File: config.mk
export PLATFORM = sky130hd
export DESIGN_NAME = cflog_writer
export DESIGN_NICKNAME = d
export VERILOG_FILES = /design/src/rtl/cflog_writer.sv
export SDC_FILE = /design/constraint.sdc
export NUM_CORES = 1
export LEC_CHECK = 0
export ABC_AREA = 1
export BUFFER_PORTS_ARGS = -buffer_cell sky130_fd_sc_hd__clkbuf_2
export CAP_MARGIN = 40
export CORE_AREA = 10 10 103 105
export DETAILED_ROUTE_END_ITERATION = 8
export DIE_AREA = 0 0 113 115
export PLACE_DENSITY_LB_ADDON = 0.15
export REMOVE_ABC_BUFFERS = 1
export SYNTH_ARGS = -nofsm -noshare
export SYNTH_HDL_FRONTEND = slang
export SYNTH_SLANG_ARGS = --single-unit
File: constraint.sdc
create_clock -name clk -period 4.6 [get_ports clk]
set_clock_uncertainty 0.1 [all_clocks]
set_input_delay 0.92 -clock clk [delete_from_list [all_inputs] [get_ports clk]]
set_output_delay 0.92 -clock clk [all_outputs]
set_load 0.02 [all_outputs]
File: src/rtl/cflog_writer.sv
// cflog_writer: turns branch_detect strobes plus the following fetch pc into
// (source, destination) word pairs and writes them into the CFLog RAM region.
// It owns the log pointer, the full/overflow status and the flush request.
module cflog_writer #(
    parameter logic [15:0] LOG_BASE     = 16'hA000,
    parameter logic [15:0] LOG_SIZE     = 16'h0100,
    parameter logic [15:0] FLUSH_MARGIN = 16'h0004
) (
    input  logic        clk,
    input  logic        puc_rst,
    input  logic        branch_detect,
    input  logic [15:0] pc,
    input  logic        fetch,
    input  logic        log_en,
    input  logic        log_clear,
    output logic        log_wr_req,
    output logic [15:0] log_addr,
    output logic [15:0] log_wdata,
    input  logic        log_wr_gnt,
    output logic [15:0] log_ptr,
    output logic        log_full,
    output logic        overflow,
    output logic        flush_req
);

    typedef enum logic [1:0] {IDLE, WAIT_DST, WR_SRC, WR_DST} state_t;

    localparam logic [16:0] SIZE_X    = {1'b0, LOG_SIZE};
    localparam logic [15:0] FLUSH_THR = LOG_SIZE - FLUSH_MARGIN;
    localparam logic [15:0] FULL_THR  = LOG_SIZE - 16'd2;

    state_t      state_q, state_d;
    logic [15:0] src_q, src_d;
    logic [15:0] dst_q, dst_d;
    logic [15:0] pend_q, pend_d;
    logic        pend_vld_q, pend_vld_d;
    logic [15:0] ptr_q, ptr_d;
    logic        ovf_q, ovf_d;
    logic        flush_q, flush_d;
    logic        wr_req_q, wr_req_d;
    logic [15:0] wdata_q, wdata_d;

    logic strobe;
    logic room;

    // A strobe only counts while logging is enabled; an entry needs two free words.
    assign strobe = branch_detect & log_en;
    assign room   = ({1'b0, ptr_q} + 17'd2) <= SIZE_X;

    // Control and status registers, cleared by the asynchronous reset.
    always_ff @(posedge clk or posedge puc_rst) begin
        if (puc_rst) begin
            state_q    <= IDLE;
            pend_vld_q <= 1'b0;
            ptr_q      <= '0;
            ovf_q      <= 1'b0;
            flush_q    <= 1'b0;
            wr_req_q   <= 1'b0;
            wdata_q    <= '0;
        end else begin
            state_q    <= state_d;
            pend_vld_q <= pend_vld_d;
            ptr_q      <= ptr_d;
            ovf_q      <= ovf_d;
            flush_q    <= flush_d;
            wr_req_q   <= wr_req_d;
            wdata_q    <= wdata_d;
        end
    end

    // Address holding registers; only meaningful while their valid state says so.
    always_ff @(posedge clk) begin
        src_q  <= src_d;
        dst_q  <= dst_d;
        pend_q <= pend_d;
    end

    // Next-state logic: entry capture, write sequencing, pending slot, clear.
    always_comb begin
        state_d    = state_q;
        src_d      = src_q;
        dst_d      = dst_q;
        pend_d     = pend_q;
        pend_vld_d = pend_vld_q;
        ptr_d      = ptr_q;
        ovf_d      = ovf_q;
        if (log_clear) begin
            ptr_d      = '0;
            ovf_d      = 1'b0;
            pend_vld_d = 1'b0;
            state_d    = IDLE;
            if (strobe) begin
                src_d   = pc;
                state_d = WAIT_DST;
            end
        end else begin
            case (state_q)
                IDLE: begin
                    if (strobe) begin
                        src_d   = pc;
                        state_d = WAIT_DST;
                    end
                end
                WAIT_DST: begin
                    // Strobes here belong to the branching instruction itself.
                    if (fetch && (pc != src_q)) begin
                        dst_d = pc;
                        if (room) begin
                            state_d = WR_SRC;
                        end else begin
                            ovf_d   = 1'b1;
                            state_d = IDLE;
                        end
                    end
                end
                WR_SRC: begin
                    if (strobe) begin
                        if (pend_vld_q) begin
                            ovf_d = 1'b1;
                        end else begin
                            pend_d     = pc;
                            pend_vld_d = 1'b1;
                        end
                    end
                    if (log_wr_gnt) begin
                        ptr_d   = ptr_q + 16'd1;
                        state_d = WR_DST;
                    end
                end
                WR_DST: begin
                    if (strobe && pend_vld_q) begin
                        ovf_d = 1'b1;
                    end
                    if (log_wr_gnt) begin
                        ptr_d = ptr_q + 16'd1;
                        if (pend_vld_q) begin
                            src_d      = pend_q;
                            pend_vld_d = 1'b0;
                            state_d    = WAIT_DST;
                        end else if (strobe) begin
                            // Slot would be filled and drained on the same edge.
                            src_d   = pc;
                            state_d = WAIT_DST;
                        end else begin
                            state_d = IDLE;
                        end
                    end else if (strobe && !pend_vld_q) begin
                        pend_d     = pc;
                        pend_vld_d = 1'b1;
                    end
                end
                default: state_d = IDLE;
            endcase
        end
    end

    // Registered output values derived from the upcoming state; flush is sticky.
    always_comb begin
        wr_req_d = (state_d == WR_SRC) || (state_d == WR_DST);
        wdata_d  = '0;
        if (state_d == WR_SRC) begin
            wdata_d = src_d;
        end else if (state_d == WR_DST) begin
            wdata_d = dst_d;
        end
        if (log_clear) begin
            flush_d = 1'b0;
        end else begin
            flush_d = flush_q | ovf_d | (ptr_d >= FLUSH_THR);
        end
    end

    assign log_wr_req = wr_req_q;
    assign log_wdata  = wdata_q;
    assign log_ptr    = ptr_q;
    assign overflow   = ovf_q;
    assign flush_req  = flush_q;
    assign log_full   = ptr_q > FULL_THR;
    assign log_addr   = LOG_BASE + {ptr_q[14:0], 1'b0};

endmodule

==> impl_metrics.toml <==
[timing]
finalCritPeriodShare = 0.658
rsz0062_at_grt = "no"
relSlewSlack = 0.404
setup_viol = 0
max_freq_mhz = 330
worstMarginPinSlew_ns = 0.889
drv_slew = 0
final.setup.tns_ns = 0
period_needed_ns = 3.03
hold_viol = 0

[clocking]
postCtsSetupBuffers = 0
cts_hold_buf = 0
cts_buffers = 9
cts_tree = "yes"
clk_pin_slew_ns = 0.08
h-tree-depth = 3
clock-sinks = 86
clockBufferDepth = 2
root_buffer = "clkbuf_8"
clock_latency_ns = 0.36
cts.repair.resized = 0

[layout]
nNetsFinal = 729
final_cell_count_no_fill = 809
n_antenna_cell = 0
drive_above_1_share = 0.174
sequential_cell_area_sq_mm = 0.00207
final_cell_area_sq_mm = 0.00536
syn_to_final_growth_pct = 11.7
multiInputGateArea_sq_mm = 0.00224
fillers = 791

[global_routing]
grt_max_degree = 39
track_usage = 0.192
grt-ovfl-total = 0
antenna_found_initial = 0
grt_pass1_wl_um = 20800
grt_pass1_vias = 4297

[die]
coreArea_sq_mm = 0.00855
die_y_um = 115
die_w_um = 113
die-area_sq_mm = 0.0130
ioPinCount = 75
num_rows = 34
start_util = 0.561

[routing]
route.met3.wl_um = 994
routed_wirelength_um = 12500
vias_per_cell = 5.52
vias = 4468
routedWlPerCell_um = 15.4
routed.top_layer = "met4"
drt_pre_antenna_iters = 5
drtIter0Drc = 295
route.detailed.drc = 0
drt-met1-wl_um = 5130
drtAntennaViolNets = 0
dr_wl_met2_um = 6200

[synthesis]
synthArstFlopShare = 0.442
synth_top_area_share = 0.198
netlist_area_sq_mm = 0.00480
yosysTopAreaCell = "dfrtp_1"
synthTopCellsByArea = "dfrtp_1, dfxtp_1, nand2_1"
synth_common_cells = "nand2_1, inv_1, nand3_1, o21ai_0, nor2_1"
yosysUniqueCellTypes = 39
yosysMostFrequentCell = "nand2_1"
ys_seq_area_frac = 0.432
ys.flop_type = "dfrtp_1"
synth-seq-cells = 86
synth_warnings = 0
syn_area_per_cell_sq_um = 7.47
netlist_instances = 642
synth_edf_count = 16

[placement]
gp_congestion = 0.856
io_buffers = 73
dp_cells = 793
dp_hpwl_um = 8690
place_area_sq_mm = 0.00516

[worst_setup_path]
critPathCaptureType = "primary output"
crit_type = "flop to primary output"
r2r_setup_slack_ns = 1.70
arrival_ns = 2.01
worstSetupStartpointType = "flop"
required_ns = 3.58
crit_path_max_fanout = 11

[pwr]
leakagePower_nw = 2.65
power_density_mw_per_mm2 = 519
peakVddDrop_mv = 0.322

[flow_run]
drv_cap = 0

[status]
status = "finished, final reports clean"

[worst_hold_path]
hold_path.class = "flop to flop"
where the power goes:
part,switching (mW),internal (mW)
clock,0.270,0.260
combinational,0.788,0.343
sequential,0.129,0.991
state kept, by name, summed over array words and instances (netlist names):
signal / cells
overflow: 1
dst_q: 16
flush_req: 1
log_wdata: 16
pend_q: 16
log_ptr: 16
log_wr_req: 1
src_q: 16
state_q: 2
pend_vld_q: 1
layer usage:
| layer | vias up | track usage |
|---|---|---|
| li1 | 2198 | - |
| met3 | 15 | 0.0495 |
| met1 | 2104 | 0.223 |
| met2 | 151 | 0.343 |
| met4 | 0 | 0.0516 |
| met5 | - | 0 |
logic make-up (layout without fill, tap and decap cells):
kind of cell	count (synthesis)	in the layout	synth area share
AND/OR/NAND/NOR	335	335	0.316
AO/OA/AOI/OAI	80	80	0.0884
other	1	1	0.000782
buffers and inverters	112	171	0.103
adder cells (fa/ha/maj)	10	10	0.0261
XOR/XNOR	18	18	0.0329
flip-flops	86	86	0.432
cell usage in the layout (no fill, tap or decap), drive strengths merged, types with 2 or more instances in the layout:
| cell | netlist | layout |
|---|---|---|
| clkbuf | 20 | 87 |
| xor2 | 16 | 16 |
| a21boi | 3 | 3 |
| nand2 | 172 | 172 |
| nand4 | 39 | 39 |
| nand3b | 2 | 2 |
| buf | 19 | 9 |
| edfxtp | 16 | 16 |
| xnor2 | 2 | 2 |
| nor2 | 55 | 55 |
| or2 | 2 | 2 |
| inv | 71 | 71 |
| ha | 10 | 10 |
| dfrtp | 38 | 38 |
| dfxtp | 32 | 32 |
| o21ai | 60 | 60 |
| nor3 | 2 | 2 |
| clkinv | 2 | 2 |
| nand3 | 60 | 60 |
| nor4 | 2 | 2 |
| clkinvlp | 0 | 2 |
| a21oi | 13 | 13 |
path summary, 6_finish.rpt:
kind	endpoint	cells after the start	startpoint
setup reg to reg	log_wdata[8]$_DFF_PP0_	8	state_q[0]$_DFF_PP0_
hold / removal	dst_q[1]$_DFF_P_	2	dst_q[1]$_DFF_P_
min in group asynchronous	log_wdata[9]$_DFF_PP0_	3	puc_rst
max in group asynchronous	log_ptr[14]$_DFF_PP0_	3	puc_rst
setup / recovery	log_full	7	log_ptr[4]$_DFF_PP0_
hold reg to reg	dst_q[1]$_DFF_P_	2	dst_q[1]$_DFF_P_
worst max-delay path, stage by stage, from the launching register on:
cell,delay [ns]
dfrtp_1,0.56
nand2_2,0.15
nor2_2,0.17
nand2_1,0.12
o21ai_0,0.19
a21oi_1,0.09
a41oi_1,0.16
clkbuf_2,0.20
stage by stage:
step	power, mW	utilization	hold slack [ns]	worst slack, ns
after floorplan	1.86	-	0.316	-0.124
after global placement	2.21	0.602	0.324	1.41
after detailed placement	2.26	0.603	0.332	1.43
after CTS	2.78	0.626	0.351	1.56
after global routing	2.98	0.626	0.366	1.36
final	2.78	0.626	0.351	1.57
area by class of cell:
class / count / area share
Clock buffer: 14 / 0.0343
Clock inverter: 2 / 0.00280
Inverter: 73 / 0.0512
Multi-Input combinational cell: 444 / 0.418
Sequential cell: 86 / 0.387
Tap cell: 108 / 0.0252
Timing Repair Buffer: 82 / 0.0815
Power figures use the tool's default switching activity.
